==> config.mk <==
export PLATFORM = sky130hd
export DESIGN_NAME = video_timing_pattern_gen_flat
export DESIGN_NICKNAME = d
export VERILOG_FILES = /design/src/rtl/video_timing_pattern_gen_pkg.sv /design/src/rtl/video_timing_pattern_gen_if.sv /design/src/rtl/video_timing_pattern_gen_core.sv /design/src/rtl/video_timing_pattern_gen.sv /design/src/flat_wrapper.sv
export SDC_FILE = /design/constraint.sdc
export NUM_CORES = 1
export LEC_CHECK = 0
export CELL_PAD_IN_SITES_DETAIL_PLACEMENT = 1
export CELL_PAD_IN_SITES_GLOBAL_PLACEMENT = 1
export CORE_UTILIZATION = 55
export DETAILED_ROUTE_END_ITERATION = 10
export DONT_BUFFER_PORTS = 1
export PLACE_DENSITY = 0.95
export SLEW_MARGIN = 20
export SYNTH_ARGS = -nofsm -noshare
export SYNTH_HDL_FRONTEND = slang
export SYNTH_SLANG_ARGS = --single-unit
export TNS_END_PERCENT = 50
==> constraint.sdc <==
create_clock -name I_clk -period 3.2 [get_ports I_clk]
set_input_delay 0.48 -clock I_clk [delete_from_list [all_inputs] [get_ports I_clk]]
set_output_delay 0.48 -clock I_clk [all_outputs]
set_load 0.005 [all_outputs]
==> src/rtl/video_timing_pattern_gen_pkg.sv <==
// video_pkg: shared pixel/pattern types, colour-bar table and frame geometry helpers
// for the video timing pattern generator.
package video_pkg;

    typedef struct packed {
        logic [7:0] r;
        logic [7:0] g;
        logic [7:0] b;
    } rgb_t;

    typedef enum logic [1:0] {PM_SOLID, PM_BARS, PM_GRAD, PM_CHECK} pattern_mode_e;

    localparam rgb_t BAR_RGB [8] = '{
        24'hFFFFFF, 24'hFFFF00, 24'h00FFFF, 24'h00FF00,
        24'hFF00FF, 24'hFF0000, 24'h0000FF, 24'h000000
    };

    function automatic int frame_total(input int act, input int fp, input int sync, input int bp);
        return act + fp + sync + bp;
    endfunction

    // Counters are at least 8 bits wide so the gradient can always slice [7:0].
    function automatic int cnt_w(input int total);
        return $clog2(total) < 8 ? 8 : $clog2(total);
    endfunction

endpackage

==> src/rtl/video_timing_pattern_gen_if.sv <==
// video_timing_pattern_gen_if: DVI-receiver-compatible output bundle.
interface video_timing_pattern_gen_if;
    logic [3:0]  pll_phase;
    logic        pll_phase_lock;
    logic        rgb_clk;
    logic        rgb_vs;
    logic        rgb_hs;
    logic        rgb_de;
    logic [7:0]  rgb_r;
    logic [7:0]  rgb_g;
    logic [7:0]  rgb_b;
    logic [15:0] frame_cnt;

    modport master (output pll_phase, pll_phase_lock, rgb_clk, rgb_vs, rgb_hs, rgb_de,
                    rgb_r, rgb_g, rgb_b, frame_cnt);
    modport slave  (input  pll_phase, pll_phase_lock, rgb_clk, rgb_vs, rgb_hs, rgb_de,
                    rgb_r, rgb_g, rgb_b, frame_cnt);
endinterface

==> src/rtl/video_timing_pattern_gen_core.sv <==
// video_timing_core: lock delay, h/v counters, registered sync/de decode and frame count.
module video_timing_core
    import video_pkg::*;
#(
    parameter int H_ACTIVE   = 128,
    parameter int H_FP       = 4,
    parameter int H_SYNC     = 8,
    parameter int H_BP       = 4,
    parameter int V_ACTIVE   = 32,
    parameter int V_FP       = 2,
    parameter int V_SYNC     = 3,
    parameter int V_BP       = 3,
    parameter bit HS_POL     = 1'b1,
    parameter bit VS_POL     = 1'b1,
    parameter int LOCK_DELAY = 16,
    localparam int HT = frame_total(H_ACTIVE, H_FP, H_SYNC, H_BP),
    localparam int VT = frame_total(V_ACTIVE, V_FP, V_SYNC, V_BP),
    localparam int HW = cnt_w(HT),
    localparam int VW = cnt_w(VT)
) (
    input  logic          i_clk,
    input  logic          i_rst_n,
    input  logic          i_enable,
    output logic          o_run,
    output logic          o_first,
    output logic          o_h_last,
    output logic          o_act,
    output logic [HW-1:0] o_h,
    output logic [VW-1:0] o_v,
    output logic          o_lock,
    output logic          o_de,
    output logic          o_hs,
    output logic          o_vs,
    output logic [15:0]   o_frame_cnt
);
    localparam int LW = $clog2(LOCK_DELAY + 1);

    logic [HW-1:0] r_h;
    logic [VW-1:0] r_v;
    logic [LW-1:0] r_lock_cnt;
    logic [15:0]   r_frame;
    logic          r_lock, r_de, r_hs, r_vs;
    logic          w_run, w_h_last, w_v_last, w_act, w_hs_act, w_vs_act;

    assign w_run    = r_lock && i_enable;
    assign w_h_last = r_h == HW'(HT - 1);
    assign w_v_last = r_v == VW'(VT - 1);
    assign w_act    = r_h < HW'(H_ACTIVE) && r_v < VW'(V_ACTIVE);
    assign w_hs_act = r_h >= HW'(H_ACTIVE + H_FP) && r_h < HW'(H_ACTIVE + H_FP + H_SYNC);
    assign w_vs_act = r_v >= VW'(V_ACTIVE + V_FP) && r_v < VW'(V_ACTIVE + V_FP + V_SYNC);

    always_ff @(posedge i_clk or negedge i_rst_n) begin
        if (!i_rst_n) begin
            r_lock_cnt <= '0;
            r_lock     <= 1'b0;
            r_h        <= '0;
            r_v        <= '0;
            r_frame    <= '0;
            r_de       <= 1'b0;
            r_hs       <= !HS_POL;
            r_vs       <= !VS_POL;
        end else begin
            if (!r_lock) begin
                r_lock_cnt <= r_lock_cnt + 1'b1;
                r_lock     <= r_lock_cnt == LW'(LOCK_DELAY - 1);
            end
            r_h  <= (w_run && !w_h_last) ? r_h + 1'b1 : '0;
            r_v  <= !w_run ? '0 : !w_h_last ? r_v : w_v_last ? '0 : r_v + 1'b1;
            if (w_run && w_h_last && w_v_last)
                r_frame <= r_frame + 16'd1;
            r_de <= w_run && w_act;
            r_hs <= (w_run && w_hs_act) ? HS_POL : !HS_POL;
            r_vs <= (w_run && w_vs_act) ? VS_POL : !VS_POL;
        end
    end

    assign o_run       = w_run;
    assign o_first     = w_run && r_h == '0 && r_v == '0;
    assign o_h_last    = w_h_last;
    assign o_act       = w_act;
    assign o_h         = r_h;
    assign o_v         = r_v;
    assign o_lock      = r_lock;
    assign o_de        = r_de;
    assign o_hs        = r_hs;
    assign o_vs        = r_vs;
    assign o_frame_cnt = r_frame;
endmodule

==> src/rtl/video_timing_pattern_gen.sv <==
// video_timing_pattern_gen: programmable video timing plus test-pattern source,
// presenting the same output bundle as the DVI receiver.
module video_timing_pattern_gen
    import video_pkg::*;
#(
    parameter int         H_ACTIVE   = 128,
    parameter int         H_FP       = 4,
    parameter int         H_SYNC     = 8,
    parameter int         H_BP       = 4,
    parameter int         V_ACTIVE   = 32,
    parameter int         V_FP       = 2,
    parameter int         V_SYNC     = 3,
    parameter int         V_BP       = 3,
    parameter bit         HS_POL     = 1'b1,
    parameter bit         VS_POL     = 1'b1,
    parameter int         LOCK_DELAY = 16,
    parameter logic [3:0] PHASE      = 4'd0
) (
    input  logic                              I_clk,
    input  logic                              I_rst_n,
    input  logic                              I_enable,
    input  logic [1:0]                        I_mode,
    input  logic [23:0]                       I_solid_rgb,
    video_timing_pattern_gen_if.master        O_vid
);
    localparam int HW = cnt_w(frame_total(H_ACTIVE, H_FP, H_SYNC, H_BP));
    localparam int VW = cnt_w(frame_total(V_ACTIVE, V_FP, V_SYNC, V_BP));
    localparam int BW = $clog2(H_ACTIVE / 8 + 1);

    if (H_ACTIVE % 8 != 0 || H_ACTIVE < 1 || H_FP < 1 || H_SYNC < 1 || H_BP < 1 ||
        V_ACTIVE < 1 || V_FP < 1 || V_SYNC < 1 || V_BP < 1 || LOCK_DELAY < 1) begin : g_bad_params
        $error("video_timing_pattern_gen: invalid geometry parameters");
    end

    logic [HW-1:0]  w_h;
    logic [VW-1:0]  w_v;
    logic [15:0]    w_frame;
    logic           w_run, w_first, w_h_last, w_act;
    pattern_mode_e  w_mode, r_mode;
    rgb_t           w_solid, w_pix, r_solid, r_rgb;
    logic [BW-1:0]  r_bar_px;
    logic [2:0]     r_bar_idx;

    video_timing_core #(
        .H_ACTIVE(H_ACTIVE), .H_FP(H_FP), .H_SYNC(H_SYNC), .H_BP(H_BP),
        .V_ACTIVE(V_ACTIVE), .V_FP(V_FP), .V_SYNC(V_SYNC), .V_BP(V_BP),
        .HS_POL(HS_POL), .VS_POL(VS_POL), .LOCK_DELAY(LOCK_DELAY)
    ) u_core (
        .i_clk(I_clk), .i_rst_n(I_rst_n), .i_enable(I_enable),
        .o_run(w_run), .o_first(w_first), .o_h_last(w_h_last), .o_act(w_act),
        .o_h(w_h), .o_v(w_v), .o_lock(O_vid.pll_phase_lock),
        .o_de(O_vid.rgb_de), .o_hs(O_vid.rgb_hs), .o_vs(O_vid.rgb_vs),
        .o_frame_cnt(w_frame)
    );

    // The first pixel of a frame already uses the freshly sampled mode/colour.
    always_comb begin
        w_mode  = w_first ? pattern_mode_e'(I_mode) : r_mode;
        w_solid = w_first ? rgb_t'(I_solid_rgb) : r_solid;
        w_pix   = w_mode == PM_SOLID ? w_solid :
                  w_mode == PM_BARS  ? BAR_RGB[r_bar_idx] :
                  w_mode == PM_GRAD  ? rgb_t'({w_h[7:0], w_v[7:0], w_frame[7:0]}) :
                  (w_h[3] ^ w_v[3])  ? rgb_t'(24'hFFFFFF) : rgb_t'(24'h000000);
    end

    always_ff @(posedge I_clk or negedge I_rst_n) begin
        if (!I_rst_n) begin
            r_mode    <= PM_SOLID;
            r_solid   <= '0;
            r_rgb     <= '0;
            r_bar_px  <= '0;
            r_bar_idx <= '0;
        end else begin
            if (w_first) begin
                r_mode  <= w_mode;
                r_solid <= w_solid;
            end
            r_rgb <= (w_run && w_act) ? w_pix : '0;
            if (!w_run || w_h_last) begin
                r_bar_px  <= '0;
                r_bar_idx <= '0;
            end else if (r_bar_px == BW'(H_ACTIVE / 8 - 1)) begin
                r_bar_px  <= '0;
                r_bar_idx <= r_bar_idx + 3'd1;
            end else begin
                r_bar_px  <= r_bar_px + 1'b1;
            end
        end
    end

    assign O_vid.pll_phase = PHASE;
    assign O_vid.rgb_clk   = I_clk;
    assign O_vid.rgb_r     = r_rgb.r;
    assign O_vid.rgb_g     = r_rgb.g;
    assign O_vid.rgb_b     = r_rgb.b;
    assign O_vid.frame_cnt = w_frame;
endmodule
==> src/flat_wrapper.sv <==
// flat-port wrapper written by rule: the top's interface ports become plain ports
module video_timing_pattern_gen_flat import video_pkg::*;
#(
    parameter int         H_ACTIVE   = 128,
    parameter int         H_FP       = 4,
    parameter int         H_SYNC     = 8,
    parameter int         H_BP       = 4,
    parameter int         V_ACTIVE   = 32,
    parameter int         V_FP       = 2,
    parameter int         V_SYNC     = 3,
    parameter int         V_BP       = 3,
    parameter bit         HS_POL     = 1'b1,
    parameter bit         VS_POL     = 1'b1,
    parameter int         LOCK_DELAY = 16,
    parameter logic [3:0] PHASE      = 4'd0
)
  (I_clk, I_rst_n, I_enable, I_mode, I_solid_rgb, O_vid_pll_phase, O_vid_pll_phase_lock, O_vid_rgb_clk, O_vid_rgb_vs, O_vid_rgb_hs, O_vid_rgb_de, O_vid_rgb_r, O_vid_rgb_g, O_vid_rgb_b, O_vid_frame_cnt);
  video_timing_pattern_gen_if O_vid_i ();
  input  logic I_clk;
  input  logic I_rst_n;
  input  logic I_enable;
  input  logic [1:0] I_mode;
  input  logic [23:0] I_solid_rgb;
  output wire logic [$bits(O_vid_i.pll_phase)-1:0] O_vid_pll_phase;
  output wire logic [$bits(O_vid_i.pll_phase_lock)-1:0] O_vid_pll_phase_lock;
  output wire logic [$bits(O_vid_i.rgb_clk)-1:0] O_vid_rgb_clk;
  output wire logic [$bits(O_vid_i.rgb_vs)-1:0] O_vid_rgb_vs;
  output wire logic [$bits(O_vid_i.rgb_hs)-1:0] O_vid_rgb_hs;
  output wire logic [$bits(O_vid_i.rgb_de)-1:0] O_vid_rgb_de;
  output wire logic [$bits(O_vid_i.rgb_r)-1:0] O_vid_rgb_r;
  output wire logic [$bits(O_vid_i.rgb_g)-1:0] O_vid_rgb_g;
  output wire logic [$bits(O_vid_i.rgb_b)-1:0] O_vid_rgb_b;
  output wire logic [$bits(O_vid_i.frame_cnt)-1:0] O_vid_frame_cnt;
  assign O_vid_pll_phase = O_vid_i.pll_phase;
  assign O_vid_pll_phase_lock = O_vid_i.pll_phase_lock;
  assign O_vid_rgb_clk = O_vid_i.rgb_clk;
  assign O_vid_rgb_vs = O_vid_i.rgb_vs;
  assign O_vid_rgb_hs = O_vid_i.rgb_hs;
  assign O_vid_rgb_de = O_vid_i.rgb_de;
  assign O_vid_rgb_r = O_vid_i.rgb_r;
  assign O_vid_rgb_g = O_vid_i.rgb_g;
  assign O_vid_rgb_b = O_vid_i.rgb_b;
  assign O_vid_frame_cnt = O_vid_i.frame_cnt;
  video_timing_pattern_gen #(.H_ACTIVE(H_ACTIVE), .H_FP(H_FP), .H_SYNC(H_SYNC), .H_BP(H_BP), .V_ACTIVE(V_ACTIVE), .V_FP(V_FP), .V_SYNC(V_SYNC), .V_BP(V_BP), .HS_POL(HS_POL), .VS_POL(VS_POL), .LOCK_DELAY(LOCK_DELAY), .PHASE(PHASE)) u_core (.I_clk(I_clk), .I_rst_n(I_rst_n), .I_enable(I_enable), .I_mode(I_mode), .I_solid_rgb(I_solid_rgb), .O_vid(O_vid_i));
endmodule
Word level (Yosys, flattened, before mapping)
Memory sizes are Yosys's and may differ from the RTL's.
Cells that the tools add are included.

cells by class
  add/subtract/negate cells = 6
  multipliers = 0
  divide/modulo/power cells = 0
  magnitude comparators = 7
  equality and inequality tests = 7
  shifts and indexed selects = 0
  multiplexer cells = 20
  bitwise operators = 2
  reductions and logical operators = 19

operator list
  cell                   count
  $mux 24                8
  $mux 8                 4
  $add 16x1->16 const B  1
  $add 8x1->8 const B    2
  $logic_not 8->1        2
  $lt 8x6->1 const B     2
  $lt 8x8->1 const B     2
  $logic_and 1x1->1      12
  $add 5x1->5 const B    2
  $eq 5x4->1 const B     2
  $mux 5                 2
  $eq 8x6->1 const B     1
  $eq 8x8->1 const B     1
  $ge 8x6->1 const B     1
  $ge 8x8->1 const B     1
  $mux 3                 2
  $ge 4x4->1 const B     1
  $not 3->4              1
  $add 3x1->3 const B    1
  $mux 1                 3
  $eq 2x1->1 const B     1
  $eq 2x2->1 const B     1
  $logic_not 1->1        2
  $logic_not 2->1        1
  5 further kinds        5

word-level totals
  bits in registers = 99
  latch bits = 0
  RAM bits = 0
  ROM bits = 192
  bits of input ports = 29
  output and inout port bits = 49
  logic and storage cells = 79
  memories = 1

memory list
  name             depth  bits a word  rd ports  clocked after memory_dff  wr ports  line                            RTL
  (no name shown)  8      24           1         0                         0         video_timing_pattern_gen.sv:61  w_mode == PM_BARS ? BAR_RGB[r_bar_idx] :

Longest topological paths before layout
  depth after elaboration = 9
  mapped depth = 9
  mapped depth without buffers = 7

Cells and area by module
A second synthesis with hierarchy kept.

second synthesis, totals
  cells, all modules = 396
  area, all modules = 4505.6 um2

by module, submodules not included
  module                    instances  cells an instance  area each (um2)  sequential area each (um2)
  video_timing_pattern_gen  1          216                2580.0           1451.4
  video_timing_core         1          180                1925.6           1026.0

==> results.toml <==
[run_status]
status = "finished with violations"
violations = "design-rule violations"

[finish]
area.growth.synth_to_final_pct = 3.64
antenna_cells = 0
final_nets = 450
final_cell_area_um2 = 5280
fin_util = 0.596
drive_gt1_frac = 0.253

[floorplanning]
die_w_um = 98.2
initial_core_util = 0.575
die-area_um2 = 9650
die_y_um = 98.2
io_pins = 78
num_rows = 34
core_um2 = 8850

[yosys]
yosysSeqAreaShare = 0.487
synth_ff_type = "dfrtp_1"
async_flop_share = 1.00
ys_warn_count = 0
yosysTopAreaCellShare = 0.487
synth_area_leaders = "dfrtp_1 49%, o32ai_2 5.4%, o22ai_2 5.2%"
synth_area_um2 = 5090
yosysMostFrequentCell = "dfrtp_1"
syn_avg_cell_area_um2 = 12.0
synth_largest_area_cell = "dfrtp_1"
synth-seq-cells = 99
yosys-top-cells-count = "99 x dfrtp_1, 24 x a21oi_1, 23 x mux2_2"
synthesis.instances = 426
synth_cell_type_count = 61
synth_edf_count = 0

[sta]
rsz0062_at_grt = "false"
period_needed_ps = 2730
final.setup_skew_ps = 11.9
slew_headroom = 0.549
period_share = 0.852
hold_violations = 0
finalSetupViolCount = 0
max_slew.worst_pin.slew_ps = 675
slew_viol_final = 0
tns_ps = 0
fmax_mhz = 367

[route]
drc = 7
routed_wl_um = 12200
vias_per_cell = 6.43
ant_nets = 0
drt_pass1_iterations = 7
route.vias.total = 3361
wire_per_inst_um = 23.4
drtIter0Drc = 172

[setup_path]
crit_path_start_kind = "flip-flop"
path_class = "flip-flop to flip-flop"
cp.required_ps = 3450
regToRegSetupSlack_ps = 470
cp_max_fo = 23
ff2ff_path_depth = 7
cp.arrival_ps = 2980
r2r-start = "u_core.u_core.o_v[0]"
r2r-end = "u_core.O_vid.rgb_b[0]"
endpoint_kind = "flip-flop"

[job]
cap_violations = 0

[global_routing]
gr-usage-all-layers = 0.270
grt_max_degree = 100
grt_pass1_vias = 3633
grt_pass1_wl_um = 19900
use_met1 = 0.338
antenna_found_initial = 0
grt_util_met2 = 0.462
top_usage_layer = "met2"
use_met3 = 0.0587
overflow = 0

[cts]
cts_made_buffers = 9
cts_htree_levels = 3
clkSlewWorstSetupHoldPaths_ps = 100
cts_resized = 0
cts_buffer_depth = 2
cts-root-buf = "clkbuf_8"
clkSinkCount = 99
cts_tree = "yes"
clkLatencyLatePin_ps = 370

[place]
dp_hpwl_um = 8450
gp_congestion = 0.804
place_area_um2 = 5030
portBuffers = 0

[power]
vdd_ir_drop_max_mv = 0.279
power.static_leakage_nw = 2.33
powerDensity_nw_per_um2 = 561

[min_path]
hold_class = "input pin to async pin"
[kinds of logic (layout without fill, tap and decap cells)]
kind of cell / Yosys count / count (layout) / share of synthesized area
simple gates: 117 / 117 / 0.144
flops: 99 / 99 / 0.487
compound gates: 93 / 93 / 0.175
buf+inv: 47 / 33 / 0.0553
xor+xnor: 33 / 33 / 0.0568
mux: 26 / 26 / 0.0573
fa+ha+maj: 10 / 10 / 0.0246
other cells: 1 / 4 / 0.000737
[worst max-delay path, stage by stage (launching register included)]
cell and delay (ps):
dfrtp_1 510, inv_1 120, ha_1 200, and4bb_1 240
and3_1 300, nand3_1 170, nand3_2 550, o32ai_1 520
[power by group]
group          leakage (nW)  internal, mW  switching (mW)  total, mW
clock network         0.106         0.439           0.446      0.886
registers              1.26          1.41           0.117       1.52
logic                 0.961         0.243           0.309      0.552
total                  2.33          2.09           0.872       2.96
[metrics by stage]
stage	power, mW	setup WS [ps]	instances	hold WS [ps]
2_1_floorplan	1.97	1010	429	184
3_3_place_gp	2.02	771	507	187
3_5_place_dp	2.07	540	507	186
4_1_cts	2.97	483	523	47.3
5_1_grt	3.07	332	523	45.2
6_report	2.96	475	523	3.11
[placed cells by master (no fill, tap or decap), types with 2 or more instances in the layout]
cell,synthesis,final
o32ai_1,3,3
conb_1,1,4
nand3_1,15,15
o22ai_2,21,21
and3_1,9,9
o31ai_1,3,3
a21oi_1,24,24
buf_4,13,4
or2_2,3,3
xor2_1,14,14
bufinv_16,0,2
o22ai_1,2,2
mux2_1,2,2
inv_1,12,12
nor3b_1,3,3
xnor2_1,19,19
nand2b_1,3,3
o32ai_2,17,17
o21ai_0,10,10
nor4b_1,4,4
clkbuf_8,0,9
and4_1,2,2
a221oi_1,2,2
nor3_2,3,3
ha_1,10,10
and2_1,7,7
nand3_4,2,2
mux2_2,23,23
dfrtp_1,99,99
nand4_1,4,4
nand2_1,19,19
nand2_2,2,2
nor3_1,7,7
nor2_1,21,21
[per-layer routing]
layer / part of all wire / up-vias
met4: 0.024 / 0
met3: 0.053 / 30
met5: 0 / -
met1: 0.41 / 1723
met2: 0.51 / 110
li1: - / 1498
[flip-flops by register name (all words and copies together), names as in the netlist, 8 cells and up]
signal	flops
u_core.u_core.o_v	8
u_core.O_vid.rgb_r	8
u_core.r_solid	24
u_core.u_core.o_h	8
u_core.O_vid.rgb_g	8
u_core.O_vid.rgb_b	8
u_core.u_core.o_frame_cnt	16
[cell type report]
| type | instances | area [um2] |
|---|---|---|
| tap | 108 | 135 |
| sequential | 99 | 2480 |
| inverter | 13 | 48.8 |
| timing repair buffer | 5 | 57.6 |
| fill | 892 | 3570 |
| clock buffer | 9 | 124 |
| multi-input combinational | 283 | 2340 |
| clock inverter | 6 | 90.1 |
[how the worst max path moves through the flow]
stage	from	to	slack [ps]	depth (start not counted)
after floorplan	I_clk	O_vid_rgb_clk	1010	1
after global placement	u_core.u_core.o_v[0]	u_core.O_vid.rgb_b[2]	770	7
after detailed placement	u_core.u_core.o_v[0]	u_core.O_vid.rgb_b[0]	540	7
after CTS	u_core.u_core.o_v[0]	u_core.O_vid.rgb_b[2]	480	7
after global routing	u_core.u_core.o_v[0]	u_core.O_vid.rgb_b[2]	330	7
final	u_core.u_core.o_v[0]	u_core.O_vid.rgb_b[0]	470	7
[timing repair]
action	4_1_cts	5_1_grt
endpoints found under the hold margin	99	0
buffers inserted	0	0
hold buffers	1	0
(Power assumes the default switching activity.)
